File: src/rtl/iob_fifo2stream_if.sv
// iob_fifo2stream_if
//   Bundles the FIFO read-port signals and the outgoing valid/ready stream
//   of the iob_fifo2stream drain stage.
//   master : drain-stage view (issues FIFO reads, drives the stream)
//   slave  : environment view (FIFO read port + downstream consumer)
//   Signals:
//     fifo_r_en    FIFO read request
//     fifo_r_data  FIFO read data, one cycle after fifo_r_en
//     fifo_r_empty FIFO empty flag
//     m_valid      stream valid
//     m_ready      stream ready
//     m_data       stream data
//     m_last       last word of a packet
interface iob_fifo2stream_if #(
    parameter int DATA_W = 32
);
    logic              fifo_r_en;
    logic [DATA_W-1:0] fifo_r_data;
    logic              fifo_r_empty;
    logic              m_valid;
    logic              m_ready;
    logic [DATA_W-1:0] m_data;
    logic              m_last;

    modport master (
        output fifo_r_en, m_valid, m_data, m_last,
        input  fifo_r_data, fifo_r_empty, m_ready
    );

    modport slave (
        input  fifo_r_en, m_valid, m_data, m_last,
        output fifo_r_data, fifo_r_empty, m_ready
    );
endinterface

File: src/rtl/iob_fifo2stream.sv
// iob_fifo2stream
//   Read-side drain stage for an asynchronous FIFO (read clock domain).
//   Issues FIFO reads, absorbs the one-cycle read latency of the FIFO
//   memory and presents the words as a valid/ready stream through a
//   2-entry skid buffer. Sustains one word per cycle.
//   Ports:
//     clk    read-domain clock (same as FIFO r_clk)
//     rst_n  asynchronous active-low reset
//     en     allow new FIFO reads
//     len    packet length in words (packet marking only)
//     bus    iob_fifo2stream_if.master: FIFO read port + output stream
//     count  words accepted downstream, wraps modulo 2^LEN_W
//   Optional feature: define FIFO2STREAM_LAST_EN to build the packet beat
//   counter that drives m_last; otherwise m_last is tied low and len is
//   ignored.
module iob_fifo2stream #(
    parameter int DATA_W = 32,
    parameter int LEN_W  = 16
) (
    input  logic                 clk,
    input  logic                 rst_n,
    input  logic                 en,
    input  logic [LEN_W-1:0]     len,
    iob_fifo2stream_if.master    bus,
    output logic [LEN_W-1:0]     count
);

    typedef enum logic [1:0] {
        EMPTY = 2'd0,
        ONE   = 2'd1,
        TWO   = 2'd2
    } occ_t;

    occ_t              occ;
    logic              inflight;
    logic [DATA_W-1:0] head;
    logic [DATA_W-1:0] tail;
    logic              pop;
    logic [2:0]        level_next;

    assign bus.m_valid = (occ != EMPTY);
    assign bus.m_data  = head;
    assign pop         = bus.m_valid & bus.m_ready;

    // Occupancy after this cycle's landing and pop; a new read is allowed
    // only if its word will still find a free slot when it lands.
    // pop implies occ >= 1, so the subtraction never underflows.
    assign level_next = {1'b0, occ} + {2'b00, inflight} - {2'b00, pop};
    assign bus.fifo_r_en = en & ~bus.fifo_r_empty & (level_next < 3'd2);

    always_ff @(posedge clk or negedge rst_n) begin
        if (!rst_n) begin
            occ      <= EMPTY;
            inflight <= 1'b0;
            head     <= '0;
            tail     <= '0;
            count    <= '0;
        end else begin
            inflight <= bus.fifo_r_en;
            if (pop) begin
                count <= count + LEN_W'(1);
            end
            case (occ)
                EMPTY: begin
                    if (inflight) begin
                        head <= bus.fifo_r_data;
                        occ  <= ONE;
                    end
                end
                ONE: begin
                    if (inflight && pop) begin
                        // Head leaves this cycle; the landing word replaces it.
                        head <= bus.fifo_r_data;
                    end else if (inflight) begin
                        tail <= bus.fifo_r_data;
                        occ  <= TWO;
                    end else if (pop) begin
                        occ  <= EMPTY;
                    end
                end
                TWO: begin
                    // A landing without a pop cannot occur here: the read
                    // issue condition forbids it.
                    if (pop) begin
                        head <= tail;
                        if (inflight) begin
                            tail <= bus.fifo_r_data;
                        end else begin
                            occ  <= ONE;
                        end
                    end
                end
                default: occ <= EMPTY;
            endcase
        end
    end

`ifdef FIFO2STREAM_LAST_EN
    logic [LEN_W-1:0] beat;

    // len == 0 disables packet marking entirely.
    assign bus.m_last = bus.m_valid & (len != '0) & (beat == len - LEN_W'(1));

    always_ff @(posedge clk or negedge rst_n) begin
        if (!rst_n) begin
            beat <= '0;
        end else if (pop) begin
            if (bus.m_last) begin
                beat <= '0;
            end else begin
                beat <= beat + LEN_W'(1);
            end
        end
    end
`else
    logic len_unused;

    assign len_unused = ^len;
    assign bus.m_last = 1'b0;
`endif

endmodule
File: src/flat_wrapper.sv
// flat-port wrapper written by rule: the top's interface ports become plain ports
module iob_fifo2stream_flat 
#(
    parameter int DATA_W = 32,
    parameter int LEN_W  = 16
)
  (clk, rst_n, en, len, count, bus_fifo_r_en, bus_m_valid, bus_m_data, bus_m_last, bus_fifo_r_data, bus_fifo_r_empty, bus_m_ready);
  iob_fifo2stream_if #(.DATA_W(DATA_W)) bus_i ();
  input  logic clk;
  input  logic rst_n;
  input  logic en;
  input  logic [LEN_W-1:0] len;
  output logic [LEN_W-1:0] count;
  output wire logic [$bits(bus_i.fifo_r_en)-1:0] bus_fifo_r_en;
  output wire logic [$bits(bus_i.m_valid)-1:0] bus_m_valid;
  output wire logic [$bits(bus_i.m_data)-1:0] bus_m_data;
  output wire logic [$bits(bus_i.m_last)-1:0] bus_m_last;
  input wire logic [$bits(bus_i.fifo_r_data)-1:0] bus_fifo_r_data;
  input wire logic [$bits(bus_i.fifo_r_empty)-1:0] bus_fifo_r_empty;
  input wire logic [$bits(bus_i.m_ready)-1:0] bus_m_ready;
  assign bus_fifo_r_en = bus_i.fifo_r_en;
  assign bus_m_valid = bus_i.m_valid;
  assign bus_m_data = bus_i.m_data;
  assign bus_m_last = bus_i.m_last;
  assign bus_i.fifo_r_data = bus_fifo_r_data;
  assign bus_i.fifo_r_empty = bus_fifo_r_empty;
  assign bus_i.m_ready = bus_m_ready;
  iob_fifo2stream #(.DATA_W(DATA_W), .LEN_W(LEN_W)) u_core (.clk(clk), .rst_n(rst_n), .en(en), .len(len), .bus(bus_i), .count(count));
endmodule
File: config.mk
export PLATFORM = sky130hd
export DESIGN_NAME = iob_fifo2stream_flat
export DESIGN_NICKNAME = d
export VERILOG_FILES = /design/src/rtl/iob_fifo2stream_if.sv /design/src/rtl/iob_fifo2stream.sv /design/src/flat_wrapper.sv
export SDC_FILE = /design/constraint.sdc
export NUM_CORES = 1
export LEC_CHECK = 0
export ABC_CLOCK_PERIOD_IN_PS = 4800
export BUFFER_PORTS_ARGS = -buffer_cell sky130_fd_sc_hd__buf_2
export CORE_ASPECT_RATIO = 1.5
export CORE_MARGIN = 5
export CORE_UTILIZATION = 45
export DETAILED_ROUTE_END_ITERATION = 16
export PLACE_DENSITY = 0.72
export SETUP_SLACK_MARGIN = 0.3
export SLEW_MARGIN = 20
export SYNTH_ARGS = -nofsm -noshare
export SYNTH_HDL_FRONTEND = slang
export SYNTH_SLANG_ARGS = --single-unit
File: constraint.sdc
create_clock -name clk -period 4.8 [get_ports clk]
set_input_delay 0.24 -clock clk [delete_from_list [all_inputs] [get_ports clk]]
set_output_delay 0.24 -clock clk [all_outputs]
set_load 0.02 [all_outputs]
# == Yosys cells after proc, flatten, opt, wreduce, memory -nomap -nowiden ==
# Index checks and enable logic that the tools add are counted.
# totals
reg_bits,83
input_bits,53
out_inout_bits,51
word_cells,44
# classes
add_sub_neg,3
magnitude_cmp,1
n_eq_ne,8
mux,15
bitwise,4
n_reduce_logical,8
# ops
op,count
32-bit 2-to-1 mux,6
32-bit case mux with 3 select lines,1
32-bit case mux with 2 select lines,1
"16-bit by 1-bit adder with 16-bit output, second input constant",1
2-bit 2-to-1 mux,6
"2-bit by 1-bit inequality test with 1-bit output, second input constant",3
2-bit case mux with 3 select lines,1
5-bit AND reduction,1
"2-bit inequality test, second input constant",2
4-bit AND reduction,1
2-bit nonzero test,2
2-bit by 1-bit adder with 3-bit output,1
1-bit AND,3
"3-bit by 2-bit < comparator with 1-bit output, second input constant",1
"3-bit by 1-bit inequality test with 1-bit output, second input constant",1
3-bit AND reduction,1
3-bit nonzero test,1
3-bit by 1-bit subtractor with 3-bit output,1
"2-bit by 1-bit == test with 1-bit output, second input constant",1
"2-bit == test, second input constant",1
2-bit logical NOT,1
1-bit logical AND,1
1-bit inverter,1

# == Longest topological paths before layout ==
# Gate-level depths: netlist of run 1.
# logic_depth
depth_word,6
ltp_mapped,8
mapped_depth_nobuf,8

# == Worst setup path after synthesis of run 1 ==
# OpenSTA, ideal clock, no wires.
# synth_timing
kind,register -> output
startpoint,register u_core.occ[1]
endpoint,output bus_fifo_r_en
arrival_time_ns,2.205
required_ns,4.560
path_slack_ns,2.355
stages_incl_launch_ff,9
path_cell_list,dfrtp_1 > inv_1 > ha_1 > nor2b_1 > xnor2_1 > nand2_1 > fa_1 > xor2_1 > nor3_1
# synth_between
elab_chain_len,5
# synth_lines
element,line_no,rtl
start: declaration,iob_fifo2stream.sv:34,occ_t occ;
start signal: assignment,iob_fifo2stream.sv:53,occ <= EMPTY;
start signal: assignment,iob_fifo2stream.sv:67,occ <= ONE;
start signal: assignment,iob_fifo2stream.sv:76,occ <= TWO;
"parallel branches: the longest is 2 deep, another holds 2-bit by 1-bit adder with 3-bit output",n/a,
3-bit by 1-bit subtractor with 3-bit output *,iob_fifo2stream.sv:48,"assign level_next = {1'b0, occ} + {2'b00, inflight} - {2'b00, pop};"
3-bit by 2-bit < comparator with 1-bit output *,iob_fifo2stream.sv:49,assign bus.fifo_r_en = en & ~bus.fifo_r_empty & (level_next < 3'd2);
1-bit AND *,iob_fifo2stream.sv:49,
end: declaration,flat_wrapper.sv:14,output wire logic [$bits(bus_i.fifo_r_en)-1:0] bus_fifo_r_en;
# Mark *: on every way between the ends.

# == Worst setup path after layout of run 1 ==
# layout_timing
startpoint,register u_core.occ[0]
endpoint,register u_core.head[31] (netlist: u_core.bus.m_data[31])
# layout_between
elab_chain_len,5
# layout_lines
element,line_no,rtl
2-bit nonzero test,iob_fifo2stream.sv:41,assign bus.m_valid = (occ != EMPTY);
1-bit AND,iob_fifo2stream.sv:43,assign pop = bus.m_valid & bus.m_ready;
1-bit logical AND,iob_fifo2stream.sv:71,if (inflight && pop) begin
2-bit by 1-bit inequality test with 1-bit output (no line),n/a,
4-bit AND reduction (no line),n/a,
end signal: assignment,iob_fifo2stream.sv:66,head <= bus.fifo_r_data;
end signal: assignment,iob_fifo2stream.sv:73,head <= bus.fifo_r_data;
end signal: assignment,iob_fifo2stream.sv:85,head <= tail;
end: declaration,iob_fifo2stream.sv:36,logic [DATA_W-1:0] head;
# Several ways; a longest one is shown, not always the timed one.
# A chain may end at the register's enable or synchronous reset.

==> run summary, run 1 <==
For this run, the leading register cell type out of synthesis is dfrtp_1. The area of the die came out at 10700 µm². Once placement completed, the tool counted placed cells totaling 452. Clock tree synthesis found a total of between 80 and 90 sinks. The number of antenna-violating nets in the routed design came out at 0. The setup slack of the worst register-to-register path is 1.94 ns. The Yosys step of the flow raised 0 warnings. The slowest stage of the critical path is the ha_2 cell. The largest clock skew in the final design is 0.009340 ns. The average wire length per cell after detail routing came out at 15.91 µm. The relative slew slack is 0.3524. The HPWL after detailed placement came out at 5049 µm. The final wirelength came out at approximately 7400 µm. The number of global-route vias before repair is 2628. The congestion estimate from routability-driven global placement came to 0.7080.

The final layout net count came out at between 400 and 500. Pin placement for this block handled approximately 100 I/O pins. The endpoint kind of the worst setup timing path is a register.

Setup repair after global routing left no endpoint under its margin. The via count is 2387. The max-capacitance violation count came out at 0. The share of the clock period used by the worst path came out at 0.5956. The cell sitting at the root of the clock tree is a clkbuf_16. The number of nets in the synthesized netlist is 327. Ranked by total cell area, the synthesized netlist is headed by dfrtp_1, mux2_2, mux2_4, xnor2_1, ha_1. The register area share after synthesis is 0.5309. The largest net degree at the start of global routing is 84. The synthesized design contains 0 enable-type register cells. After technology mapping, the gate count stands at 267. The share of synthesized area in the top cell type comes to 0.5309. In the synthesized netlist, the cells that appear most often are dfrtp_1, mux2_2, mux2_4. For the worst setup path, the data required time is about 5 ns. The overall routing resource usage came out at 0.1482. The clock latency reported for the late side of the worst-skew pair is between 0.3 and 0.4 ns. The first global-routing pass estimated 12670 µm of wire. Dividing total power by cell area gives a power density of 730.9 nW/µm². The worst-case clock buffer depth is 2. Adding up every negative setup slack in the final design gives 0 ns.

The die span in x is ~86 µm. Of all nets on the critical path, the largest fanout is 37. The core region is 8464 µm². The layout has 730 filler cells. The share of flip-flops with an asynchronous set or reset came out at 1.000.

The total overflow reported by the global router came out at 0. Post-CTS repair changed the size of 0 cells. The count of final hold-check violations came out at 48. The antenna cell count is 0. In this run the worst hold path is classified as input port to asynchronous set/reset pin.

Summing every instance area after synthesis gives around 3900 µm². Clock tree synthesis inserted a total of 9 buffers. The number of setup buffers added after CTS is 0. The vertical die dimension is 124.2 µm. The number of distinct library cells after synthesis is 32. In this run the critical register-to-register path is launched from u_core.occ[0]. The average cell area after synthesis is about 15 µm². The effective utilization at floorplan came out at 0.4622.

The leakage power came out at 0.002218 µW. The highest attainable clock frequency came out at 349.8 MHz. Dividing the detail-routed via count by the number of cells gives 5.122. The endpoint arrival time on the critical path is about 3.1 ns.

Setup violations remaining at the end of the flow were counted as 0. In the final layout, the share of cells above drive strength 1 is 0.5571. The remaining design rule violation count is 0.

The largest single stage delay on the critical path is roughly 0.86 ns. The worst register-to-register path ends at u_core.bus.m_data[31]. The H-tree was split into 3 levels. The measured slew at the worst slew-check pin came out at between 0.9 and 1 ns. The count of buffers from port buffering came out at 86. The flip-flop and latch count after synthesis is 83. The final critical path time including I/O delays and setup is 2.859 ns. The synthesized design spends more area on one cell type than any other, namely dfrtp_1. The number of detailed-route iterations in the first pass came out at 3. The most common cell in the synthesized netlist is dfrtp_1. The type of the worst setup path is register to register. TritonCTS built the clock tree. After clock tree synthesis, the clock-pin slew on the worst setup and hold paths is approximately 0.060 ns.

The flow ran to the end, but the final reports show violations. The worst-case vdd ir drop came out at 0.3728 mV. The checks that failed: negative hold slack. The worst slack on hold paths came out at -0.08009 ns.

The number of cells on the worst reg-to-reg path is 7. The number of standard-cell rows in the floorplan came out at 41. The initial antenna violation count was 0.

The max-slew violation total from the final report came out at 0. The area added between synthesis and finish is 21.20%. The post-cts hold buffer count is 0. Traced cell by cell, the critical path runs through inv_1 > ha_2 > nor4bb_1 > a31oi_2 > o31ai_4 > buf_4 > mux2_2. The nature of the critical path startpoint is a register. The violation count after the first detailed-route iteration is 32. Once layout is complete, the cells apart from fillers number 466.
[kinds of logic (layout without fill, tap and decap cells)]
kind of cell,Yosys count,count (layout),share of synthesized area
fa+ha+maj,7,7,0.02430
other cells,1,1,0.0009585
simple gates,41,41,0.05116
xor+xnor,17,17,0.03805
buf+inv,14,106,0.02398
mux,98,98,0.3102
compound gates,6,6,0.02047
flops,83,83,0.5309
[metrics by stage]
stage                     setup WS, ns    util  area, µm²  power, µW
after floorplan                  2.355       -       3913       2394
after global placement           1.886  0.5224       4422       2715
after detailed placement         1.870  0.5224       4422       2763
after CTS                        1.866  0.5598       4738       3517
after global routing             1.661  0.5602       4742       3680
final                            1.941  0.5602       4742       3466
[layout by cell type, fill, tap and decap left out, drive strengths merged, types with 6 or more instances in the layout]
master   n
nor2     8
clkbuf  12
xor2     7
dfrtp   83
xnor2   10
nand2   12
mux2    96
nand3    7
ha       6
buf     89
[worst max path at each step]
stage                   from               endpoint  slack (ns)
3_5_place_dp   u_core.occ[0]  u_core.bus.m_data[31]        1.87
5_1_grt        u_core.occ[1]          bus_fifo_r_en        1.66
4_1_cts        u_core.occ[0]  u_core.bus.m_data[31]        1.87
3_3_place_gp   u_core.occ[0]        u_core.tail[26]        1.89
6_report       u_core.occ[0]  u_core.bus.m_data[31]        1.94
2_1_floorplan  u_core.occ[1]          bus_fifo_r_en        2.36
[state kept, by name, indices dropped and copies added, names as in the netlist]
signal and count:
u_core.occ 2, u_core.inflight 1, u_core.bus.m_data 32, u_core.count 16, u_core.tail 32
[worst max-delay path: cells and delay by family (launching register included)]
| kind | cells | cell delay [ns] |
|---|---|---|
| buf+inv | 2 | 0.55 |
| compound gates | 2 | 0.18 |
| simple gates | 1 | 0.36 |
| fa+ha+maj | 1 | 0.86 |
| flops | 1 | 0.41 |
| mux | 1 | 0.37 |
[report_power, final]
part	internal, µW	total (µW)	leakage [µW]	switching, µW
Clock	478	737	0.000155	259
Combinational	793	1520	0.00106	724
Sequential	1030	1210	0.000998	184
[area by class of cell]
class / instances / area [µm²] / area share
inverter: 3 / 11.26 / 0.002375
sequential: 83 / 2077 / 0.4380
multi-input combinational: 170 / 1744 / 0.3678
timing repair buffer: 89 / 459.2 / 0.09683
clock inverter: 2 / 60.06 / 0.01266
tap: 107 / 133.9 / 0.02823
clock buffer: 12 / 256.5 / 0.05409
[layer usage]
metal	track usage	share of wire	vias to the layer above	wire length, µm
met5	0	0	-	0
met4	0.06151	0.016	0	121
met3	0.03971	0.060	10	448
met2	0.2512	0.52	54	3879
met1	0.1735	0.40	1211	2965
li1	-	-	1112	-
Power figures use the tool's default switching activity.
==> run 2: changes to the inputs <==
--- a/config.mk
+++ b/config.mk
@@ -5,13 +5,13 @@
 export SDC_FILE = /design/constraint.sdc
 export NUM_CORES = 1
 export LEC_CHECK = 0
-export ABC_CLOCK_PERIOD_IN_PS = 4800
+export ABC_CLOCK_PERIOD_IN_PS = 2600
 export BUFFER_PORTS_ARGS = -buffer_cell sky130_fd_sc_hd__buf_2
 export CORE_ASPECT_RATIO = 1.5
 export CORE_MARGIN = 5
 export CORE_UTILIZATION = 45
 export DETAILED_ROUTE_END_ITERATION = 16
-export PLACE_DENSITY = 0.72
+export PLACE_DENSITY = 0.75
 export SETUP_SLACK_MARGIN = 0.3
 export SLEW_MARGIN = 20
 export SYNTH_ARGS = -nofsm -noshare
==> constraint.sdc (replaced) <==
create_clock -name clk -period 2.6 [get_ports clk]
set_input_delay 0.13 -clock clk [delete_from_list [all_inputs] [get_ports clk]]
set_output_delay 0.13 -clock clk [all_outputs]
set_load 0.02 [all_outputs]
==> run 2 against run 1 <==
The run now ends clean. Clock-buffer cell count increased by 1. Non-clock buffer count up 15. Utilization rose by 2.0 points. Die area stayed put. Worst hold slack better by 0.12 ns. Via count rose by 2.8%. Sequential power is 86% higher. Clock power up 60%. Register-to-register slack worse by 1.6 ns. Clock skew is 0.0038 ns lower. Critical endpoint is now bus_fifo_r_en. Largest cell class unchanged. Largest power group unchanged.
==> run summary, run 2 (synthesized netlist as in run 1, its figures left out) <==
The power density normalized to cell area is 1334 nW/µm² (was 730.9 nW/µm²). The HPWL after detailed placement is 5293 µm (was 5049 µm). The wire length the detailed router placed on met1 is 3204 µm (was 2965 µm). The core area is 8464 µm² (unchanged).

The setup-violating endpoint count in the final report is 0 (unchanged). The count of buffers from port buffering came out at 86 (unchanged). The effective utilization at floorplan came to 0.4622 (unchanged). The count of final hold-check violations came out at 0 (was 48). The area added between synthesis and finish was 25.52% (was 21.20%). The setup slack of the worst register-to-register path is 0.33 ns (was 1.94 ns). The area of the die came out at 10700 µm² (unchanged). The number of global-route vias before repair came to 2751 (was 2628). The worst hold path startpoint is bus_fifo_r_data[5]. The clock latency reported for the late side of the worst-skew pair is 0.33 ns (about the same).

The class of the worst hold path is input port to register (was input port to asynchronous set/reset pin). The initial antenna violation count is 0 (unchanged). The leakage power is 0.002300 µW (was 0.002218 µW). The start of the worst register-to-register path is u_core.occ[0] (unchanged). The highest attainable clock frequency is 418.7 MHz. The total number of clock tree sinks came out at 83 (unchanged). The highest net fanout along the worst path was 3 (was 37). The final wirelength is 7887 µm (was 7414 µm). The uppermost metal layer occupied by signal nets is met4 (unchanged). The final layout net count is 431 (was 416).

The number of standard-cell rows in the floorplan came out at 41 (unchanged). The worst-case vdd ir drop is 0.6139 mV (was 0.3728 mV). The worst-case clock buffer depth is 2 (unchanged).

The final instance area was 4911 µm² (was 4742 µm²). The TritonCTS clock tree is done (unchanged). The total overflow reported by the global router came to 0 (unchanged). The die span in x is 86.14 µm (unchanged).

The number of CTS-inserted buffers is 9 (unchanged). Along the worst hold path, the cell count comes to 2. The reg-to-reg critical path endpoint was u_core.inflight (was u_core.bus.m_data[31]). The cell at the slowest stage of the critical path was fa_2 (was ha_2). The remaining design rule violation count is 0 (unchanged). The detail-routed via count per cell was 5.089 (was 5.122). The worst slack at placement is 0.2476 ns (was 1.870 ns). The number of buffer and inverter instances along the worst setup path came out at 2 (unchanged).

Commonest cells after routing, fill and taps aside: buf_2, dfrtp_1, mux2_2 (unchanged). The relative slew slack is 0.5023 (was 0.3524). The number of antenna-violating nets in the routed design came to 0 (unchanged). The via count was 2453 (was 2387). The final critical path time including I/O delays and setup came out at 2.389 ns.

The met3 routed wirelength came out at 471 µm (was 448 µm). Outcome: completed (was finished, violations left). The ratio of cells with drive above 1 in the final layout is 0.6000 (was 0.5571). The data required time of the critical path was 2.47 ns (was 5.01 ns).

The vertical die dimension came to 124.2 µm (unchanged). Dividing the final minimum period by the clock period gives 0.9187. The total I/O pin count is 104 (unchanged). The final worst setup slack was 0.2115 ns (was 1.941 ns). The largest clock skew in the final design is 0.005537 ns (was 0.009340 ns). The type of the worst setup path is register to primary output (was register to register). The antenna cell count came to 0 (unchanged). The number of detailed-route iterations in the first pass is 4 (was 3). The met2 wire length was 4103 µm (was 3879 µm). The final weighted congestion in routability-driven placement is 0.7320 (was 0.7080).

The cell chosen for the clock root is clkbuf_16 (unchanged). The endpoint kind of the worst setup timing path was a primary output (was register). The worst hold path terminates at u_core.tail[5].

The overall routing resource usage is 0.1478 (was 0.1482). The violation count after the first detailed-route iteration is 86 (was 32). Cell Chain, Critical Path: inv_4 > ha_4 > nor2b_4 > xnor2_2 > nand2_1 > fa_2 > nand2_2 > nor3_2 > buf_4 (was inv_1 > ha_2 > nor4bb_1 > a31oi_2 > o31ai_4 > buf_4 > mux2_2).

The nature of the critical path startpoint is a register (unchanged). The measured slew at the worst slew-check pin is 0.7465 ns (was 0.9714 ns). The max-slew violation total from the final report came out at 0 (unchanged). The leading cell type in the layout, fill and taps excluded is buf_2 (unchanged).

RSZ-0062 raised after global routing: yes (was no). The peak per-stage delay on the critical path is 0.54 ns (was 0.86 ns). The final total negative setup slack is 0 ns (unchanged). The total cell area at the placement stage is 4469 µm² (was 4422 µm²). The average wire length per cell after detail routing came out at 16.36 µm (was 15.91 µm). The max-capacitance violation count came out at 0 (unchanged). The H-tree depth is 3 (unchanged). The endpoint arrival time on the critical path is 2.26 ns (was 3.07 ns). The register clock-pin slew on the reported worst setup and hold paths is 0.06 ns (about the same). The first-pass GRT wire length came to 12770 µm (was 12670 µm). The cell count of the worst reg-to-reg path was 13 (was 7). The top cell family by delay on the critical path is adder cells (unchanged). The largest net degree at the start of global routing was 84 (unchanged).
==> run 2: timing repair <==
item,in CTS,in global routing
hold endpoints to repair,0,83
hold buffers,0,1
gates resized for setup,13,7
buffers inserted,9,1
setup endpoints to repair,9,17
pin swaps,2,1
==> run 2: power breakdown <==
group          internal, µW  switching [µW]
Combinational          1670            1440
Clock                   716             466
Sequential             1900             356
==> run 2: worst register-to-register path, delay by kind of cell, from the launching register on <==
kind          cells  cell delay [ns]
xor+xnor          1             0.12
flops             1             0.41
fa+ha+maj         2             0.71
simple gates      4             0.45
buf+inv           6             0.53
==> run 2: how the worst max path moves through the flow <==
stage,start,end,cells past startpoint
CTS,u_core.occ[0],bus_fifo_r_en,9
floorplan,u_core.occ[1],u_core.inflight,8
global route,u_core.occ[0],bus_fifo_r_en,9
detailed placement,u_core.occ[1],bus_fifo_r_en,9
global placement,u_core.occ[1],bus_fifo_r_en,9
finish,u_core.occ[0],bus_fifo_r_en,9
==> run 2: layout make-up <==
| class | instances | area, µm² |
|---|---|---|
| timing repair buffer | 104 | 608.1 |
| tap | 107 | 133.9 |
| inverter | 3 | 16.27 |
| clock buffer | 13 | 270.3 |
| clock inverter | 2 | 10.01 |
| multi-input combinational | 170 | 1794 |
| fill | 679 | 3553 |
| sequential | 83 | 2078 |
==> run 2: per-layer routing <==
layer | track usage | vias up
met5 | 0 | -
met4 | 0.04753 | 0
met3 | 0.04500 | 11
met2 | 0.2581 | 72
met1 | 0.1691 | 1230
li1 | - | 1140
==> run 2: through the flow <==
| step | total power (µW) | instances | hold slack, ns | util |
|---|---|---|---|---|
| after floorplan | 4425 | 267 | -0.1656 | - |
| after global placement | 5058 | 456 | 0.2963 | 0.5280 |
| after detailed placement | 5168 | 456 | 0.2986 | 0.5280 |
| after CTS | 6551 | 480 | 0.02578 | 0.5743 |
| after global routing | 6931 | 482 | 0.03584 | 0.5802 |
| final | 6551 | 482 | 0.04241 | 0.5802 |
